==> config.mk <==
export PLATFORM = sky130hd
export DESIGN_NAME = serial_adder
export DESIGN_NICKNAME = d
export VERILOG_FILES = /design/src/rtl/serial_adder.sv
export SDC_FILE = /design/constraint.sdc
export NUM_CORES = 1
export LEC_CHECK = 0
export BUFFER_PORTS_ARGS = -buffer_cell sky130_fd_sc_hd__buf_4
export CAP_MARGIN = 30
export CORE_MARGIN = 2
export CORE_UTILIZATION = 54
export DETAILED_ROUTE_END_ITERATION = 16
export PLACE_DENSITY = 0.77
export SYNTH_ARGS = -nofsm -noshare
export SYNTH_HDL_FRONTEND = slang
export SYNTH_SLANG_ARGS = --single-unit
==> constraint.sdc <==
create_clock -name clk -period 2.12 [get_ports clk]
set_clock_uncertainty 0.1 [all_clocks]
set_input_delay 0 -clock clk [delete_from_list [all_inputs] [get_ports clk]]
set_output_delay 0 -clock clk [all_outputs]
set_load 0.03 [all_outputs]
==> src/rtl/serial_adder.sv <==
// Multi-cycle adder: adds WIDTH-bit operands DIGIT bits per clock through a registered carry.
// Latency K+1 edges from accept to done (K = WIDTH/DIGIT). Start is ignored during RUN; result holds until next completion.
// Optional subtract mode when ADD_SUB_EN is defined (adds a sub input).
module serial_adder #(
    parameter int WIDTH = 8,
    parameter int DIGIT = 1
) (
    input  logic             clk,
    input  logic             rst_n,
    input  logic             start,
    input  logic [WIDTH-1:0] a,
    input  logic [WIDTH-1:0] b,
    input  logic             cin,
`ifdef ADD_SUB_EN
    input  logic             sub,
`endif
    output logic             busy,
    output logic             done,
    output logic [WIDTH-1:0] sum,
    output logic             carry
);

    localparam int K  = WIDTH / DIGIT;
    localparam int CW = (K > 1) ? $clog2(K) : 1;

    typedef enum logic [1:0] {IDLE, RUN, DONE} state_t;

    state_t           state_q, state_d;
    logic [WIDTH-1:0] a_sh_q, a_sh_d;
    logic [WIDTH-1:0] b_sh_q, b_sh_d;
    logic [WIDTH-1:0] psum_q, psum_d;
    logic [WIDTH-1:0] sum_q, sum_d;
    logic             cy_q, cy_d;
    logic             carry_q, carry_d;
    logic [CW-1:0]    cnt_q, cnt_d;

    logic [DIGIT:0]   slice;
    logic [WIDTH-1:0] s_ext;
    logic [WIDTH-1:0] b_in;
    logic             cin_in;
    logic             accept;

    always_comb begin
`ifdef ADD_SUB_EN
        // Subtraction as a + ~b + 1; carry=1 then means no borrow.
        b_in   = sub ? ~b : b;
        cin_in = sub ? 1'b1 : cin;
`else
        b_in   = b;
        cin_in = cin;
`endif
    end

    always_comb begin
        slice  = {1'b0, a_sh_q[DIGIT-1:0]} + {1'b0, b_sh_q[DIGIT-1:0]} + {{DIGIT{1'b0}}, cy_q};
        s_ext  = WIDTH'(slice[DIGIT-1:0]);
        accept = start && (state_q == IDLE || state_q == DONE);

        state_d = state_q;
        a_sh_d  = a_sh_q;
        b_sh_d  = b_sh_q;
        psum_d  = psum_q;
        cy_d    = cy_q;
        cnt_d   = cnt_q;
        sum_d   = sum_q;
        carry_d = carry_q;

        case (state_q)
            RUN: begin
                // Slices enter from the MSB side so after K shifts the LSB slice sits at bit 0.
                psum_d = (psum_q >> DIGIT) | (s_ext << (WIDTH - DIGIT));
                cy_d   = slice[DIGIT];
                a_sh_d = a_sh_q >> DIGIT;
                b_sh_d = b_sh_q >> DIGIT;
                cnt_d  = cnt_q + 1'b1;
                if (cnt_q == CW'(K - 1)) begin
                    sum_d   = psum_d;
                    carry_d = slice[DIGIT];
                    state_d = DONE;
                end
            end
            DONE:    state_d = IDLE;
            default: state_d = state_q;
        endcase

        if (accept) begin
            a_sh_d  = a;
            b_sh_d  = b_in;
            cy_d    = cin_in;
            psum_d  = '0;
            cnt_d   = '0;
            state_d = RUN;
        end
    end

    always_ff @(posedge clk or negedge rst_n) begin
        if (!rst_n) begin
            state_q <= IDLE;
            a_sh_q  <= '0;
            b_sh_q  <= '0;
            psum_q  <= '0;
            cy_q    <= 1'b0;
            cnt_q   <= '0;
            sum_q   <= '0;
            carry_q <= 1'b0;
        end else begin
            state_q <= state_d;
            a_sh_q  <= a_sh_d;
            b_sh_q  <= b_sh_d;
            psum_q  <= psum_d;
            cy_q    <= cy_d;
            cnt_q   <= cnt_d;
            sum_q   <= sum_d;
            carry_q <= carry_d;
        end
    end

    assign busy  = (state_q == RUN);
    assign done  = (state_q == DONE);
    assign sum   = sum_q;
    assign carry = carry_q;

endmodule

==> flow_summary.json <==
{
  "worstPathCellList": "inv_1 > ha_2 > nor2b_2 > o22ai_1 > a22o_1",
  "synth_area_mm2": 0.001765,
  "synth_top_flop_cell": "sky130_fd_sc_hd__dfrtp_1",
  "critical_path_required_ps": 2270,
  "ant_nets": 0,
  "flow.area_growth_from_synthesis_pct": 28.42,
  "postSynth.asyncResetShare": 1.000,
  "max-cap-violations": 0,
  "slew_headroom": 0.6746,
  "finalWirelength_mm": 3.287,
  "hp-class": "in2async",
  "core_area_mm2": 0.003078,
  "vias_in_the_first_global_route": 1300,
  "cts_num_sinks": 38,
  "gr-total-overflow": 0,
  "synth_edf_count": 0,
  "final_layout_size_suffix_gt1_frac": 0.2667,
  "synth_seq_cells": 38,
  "ioPinCount": 31,
  "vias_cell": 4.979,
  "tritoncts": "built",
  "grt_first_pass_wirelength_mm": 5.782,
  "path_max_fanout": 11,
  "setup.worst_path.start_class": "register",
  "multi_input_area_um2": 743.2,
  "timing.final.hold_violations": 0,
  "finalSetupTns_ps": 0,
  "peakVddDrop_mv": 0.9102,
  "cts_root_buf": "sky130_fd_sc_hd__clkbuf_4",
  "worst_ep_arrival_time_ps": 1900,
  "vias": 1190,
  "detailedPlacementHpwl_mm": 2.000,
  "grt_util_all_layers": 0.2137,
  "fin_nets": 220,
  "timing.final.max_slew_violations": 0,
  "place_congestion": 0.6992,
  "fillerInstances": 213,
  "timing_worst_slew_pin_value_ps": 483.1,
  "cts-htree-levels": 2,
  "die_width_um": 61.18,
  "seqCellArea_um2": 950.9,
  "post-synth-top-area-fraction": 0.5386,
  "postCtsSetupBuffers": 0,
  "post-synth-top-count-cell": "sky130_fd_sc_hd__dfrtp_1",
  "insertedDiodeCount": 0,
  "slowest_delay_ps": 450,
  "cts_inserted_buffers": 5,
  "place.port_buffers": 30,
  "grt_antenna_before_repair": 0,
  "run_status": "complete, no violations",
  "power_density_of_the_placed_cells_mw_per_mm2": 1262,
  "achievable-frequency_ghz": 0.5694,
  "start_util": 0.5736,
  "yosysUniqueCellTypes": 23,
  "post_synth_inst_count": 142,
  "cp_num_buf_inv": 1,
  "dieArea_mm2": 0.003743,
  "clock_buffer_depth": 2,
  "final_period_minus_worst_setup_slack_ps": 1756,
  "post_syn_nets": 168,
  "dr_pass1_iterations": 3,
  "yosys.area.top_type": "sky130_fd_sc_hd__dfrtp_1",
  "ys_warn_count": 0,
  "detail_route.wl_per_cell_um": 13.75,
  "postSynthAreaPerCell_um2": 12.43,
  "die_h_um": 61.18,
  "critical_path_s_top_delay_family": "adder cells",
  "grt_setup_unrepaired": "false",
  "cellLeakagePower_nw": 1.067,
  "pin_count_of_the_biggest_net_entering_global_routing": 39,
  "most_used_standard_cells_in_the_synthesized_netlist": "sky130_fd_sc_hd__dfrtp_1 (38), sky130_fd_sc_hd__mux2i_1 (24), sky130_fd_sc_hd__nand2_1 (19)",
  "setup_viol": 0,
  "yosysSeqAreaShare": 0.5386,
  "remaining_drc_errors": 0,
  "final.hold.worst_slack_ps": 35.33,
  "cts.clk_slew.worst_paths_ps": 110,
  "std_cell_rows": 20,
  "initialDrtViolationCount": 12,
  "crit_path_end_kind": "register",
  "setup.worst_path.class": "reg2reg",
  "synth.top_cells.by_area": "sky130_fd_sc_hd__dfrtp_1 (54%), sky130_fd_sc_hd__mux2i_1 (14%), sky130_fd_sc_hd__mux2_4 (7.7%), sky130_fd_sc_hd__o21ai_1 (4.3%), sky130_fd_sc_hd__nand2_1 (4.0%)",
  "clock_insertion_delay_worst_skew_ps": 350,
  "critPathSlowestCell": "sky130_fd_sc_hd__ha_2",
  "period_share": 0.8284
}
-- metal layers --
metal | routed length (µm) | part of all wire | GRT usage
met5 | 0 | 0 | 0
met4 | 45 | 0.014 | 0.06522
met3 | 126 | 0.038 | 0.06933
met2 | 1707 | 0.52 | 0.3739
met1 | 1407 | 0.43 | 0.2497
-- timing repair --
action | 4_1_cts | 5_1_grt
gates resized for setup | 0 | 0
hold endpoints to repair | 56 | 0
hold buffers | 19 | 0
-- area by class of cell --
cell class	count	area share
clock buffer	7	0.02428
clock inverter	1	0.002208
inverter	2	0.003311
multi-input combinational	95	0.3278
sequential	38	0.4194
tap	44	0.02428
timing repair buffer	52	0.1987
-- sequential cells by signal, summed over array words and instances, names as in the netlist --
signal   count
b_sh_q       8
psum_q       7
sum          8
cy_q         1
cnt_q        3
state_q      2
carry        1
a_sh_q       8
-- final timing paths --
kind	from	slack [ps]	to	cells past startpoint
setup / recovery	state_q[1]	360	state_q[1]	5
min in group clk	a[7]	290	a_sh_q[7]	4
max in group asynchronous	rst_n	1560	a_sh_q[5]	2
hold reg to reg	sum[0]	420	sum[0]	1
setup reg to reg	state_q[1]	360	state_q[1]	5
hold / removal	rst_n	40	sum[2]	2
-- cell families (layout without fill, tap and decap cells) --
logic type,after synthesis,in the layout,synth area share
AOI/OAI and AO/OA,20,20,0.06166
muxes,33,33,0.2126
adders and majority gates,6,6,0.04678
xor gates and xnor gates,1,1,0.004962
DFF,38,38,0.5386
buffers and inverters,9,62,0.04181
and+or+nand+nor,35,35,0.09356
-- where the power goes --
group,internal (mW),switching (mW)
Combinational,0.620,0.685
Clock,0.161,0.240
Sequential,0.992,0.163
Total,1.77,1.09
-- stage by stage --
stage                     worst slack (ps)  cell area, µm²  power [mW]  std cells    util
after global placement               468.0            2017       2.380        212  0.6553
final                                363.8            2267       2.861        239  0.7366
after floorplan                      433.3            1765       2.176        142       -
after detailed placement             383.5            2017       2.449        212  0.6553
after CTS                            359.7            2267       2.884        239  0.7366
after global routing                 229.5            2267       3.107        239  0.7366
-- cells in the final DEF, fill, tap and decap left out, types with 2 or more instances in the layout --
cell type / synthesis / final
sky130_fd_sc_hd__nand2_1: 19 / 19
sky130_fd_sc_hd__dlygate4sd3_1: 0 / 19
sky130_fd_sc_hd__mux2i_1: 24 / 24
sky130_fd_sc_hd__o21ai_1: 15 / 15
sky130_fd_sc_hd__buf_4: 0 / 32
sky130_fd_sc_hd__nor2_1: 10 / 10
sky130_fd_sc_hd__nand3b_1: 2 / 2
sky130_fd_sc_hd__inv_1: 2 / 2
sky130_fd_sc_hd__clkbuf_4: 0 / 5
sky130_fd_sc_hd__ha_1: 5 / 4
sky130_fd_sc_hd__o22ai_1: 2 / 2
sky130_fd_sc_hd__dfrtp_1: 38 / 38
sky130_fd_sc_hd__mux2_4: 9 / 9
Note: power is estimated with default switching activity, not from simulation.
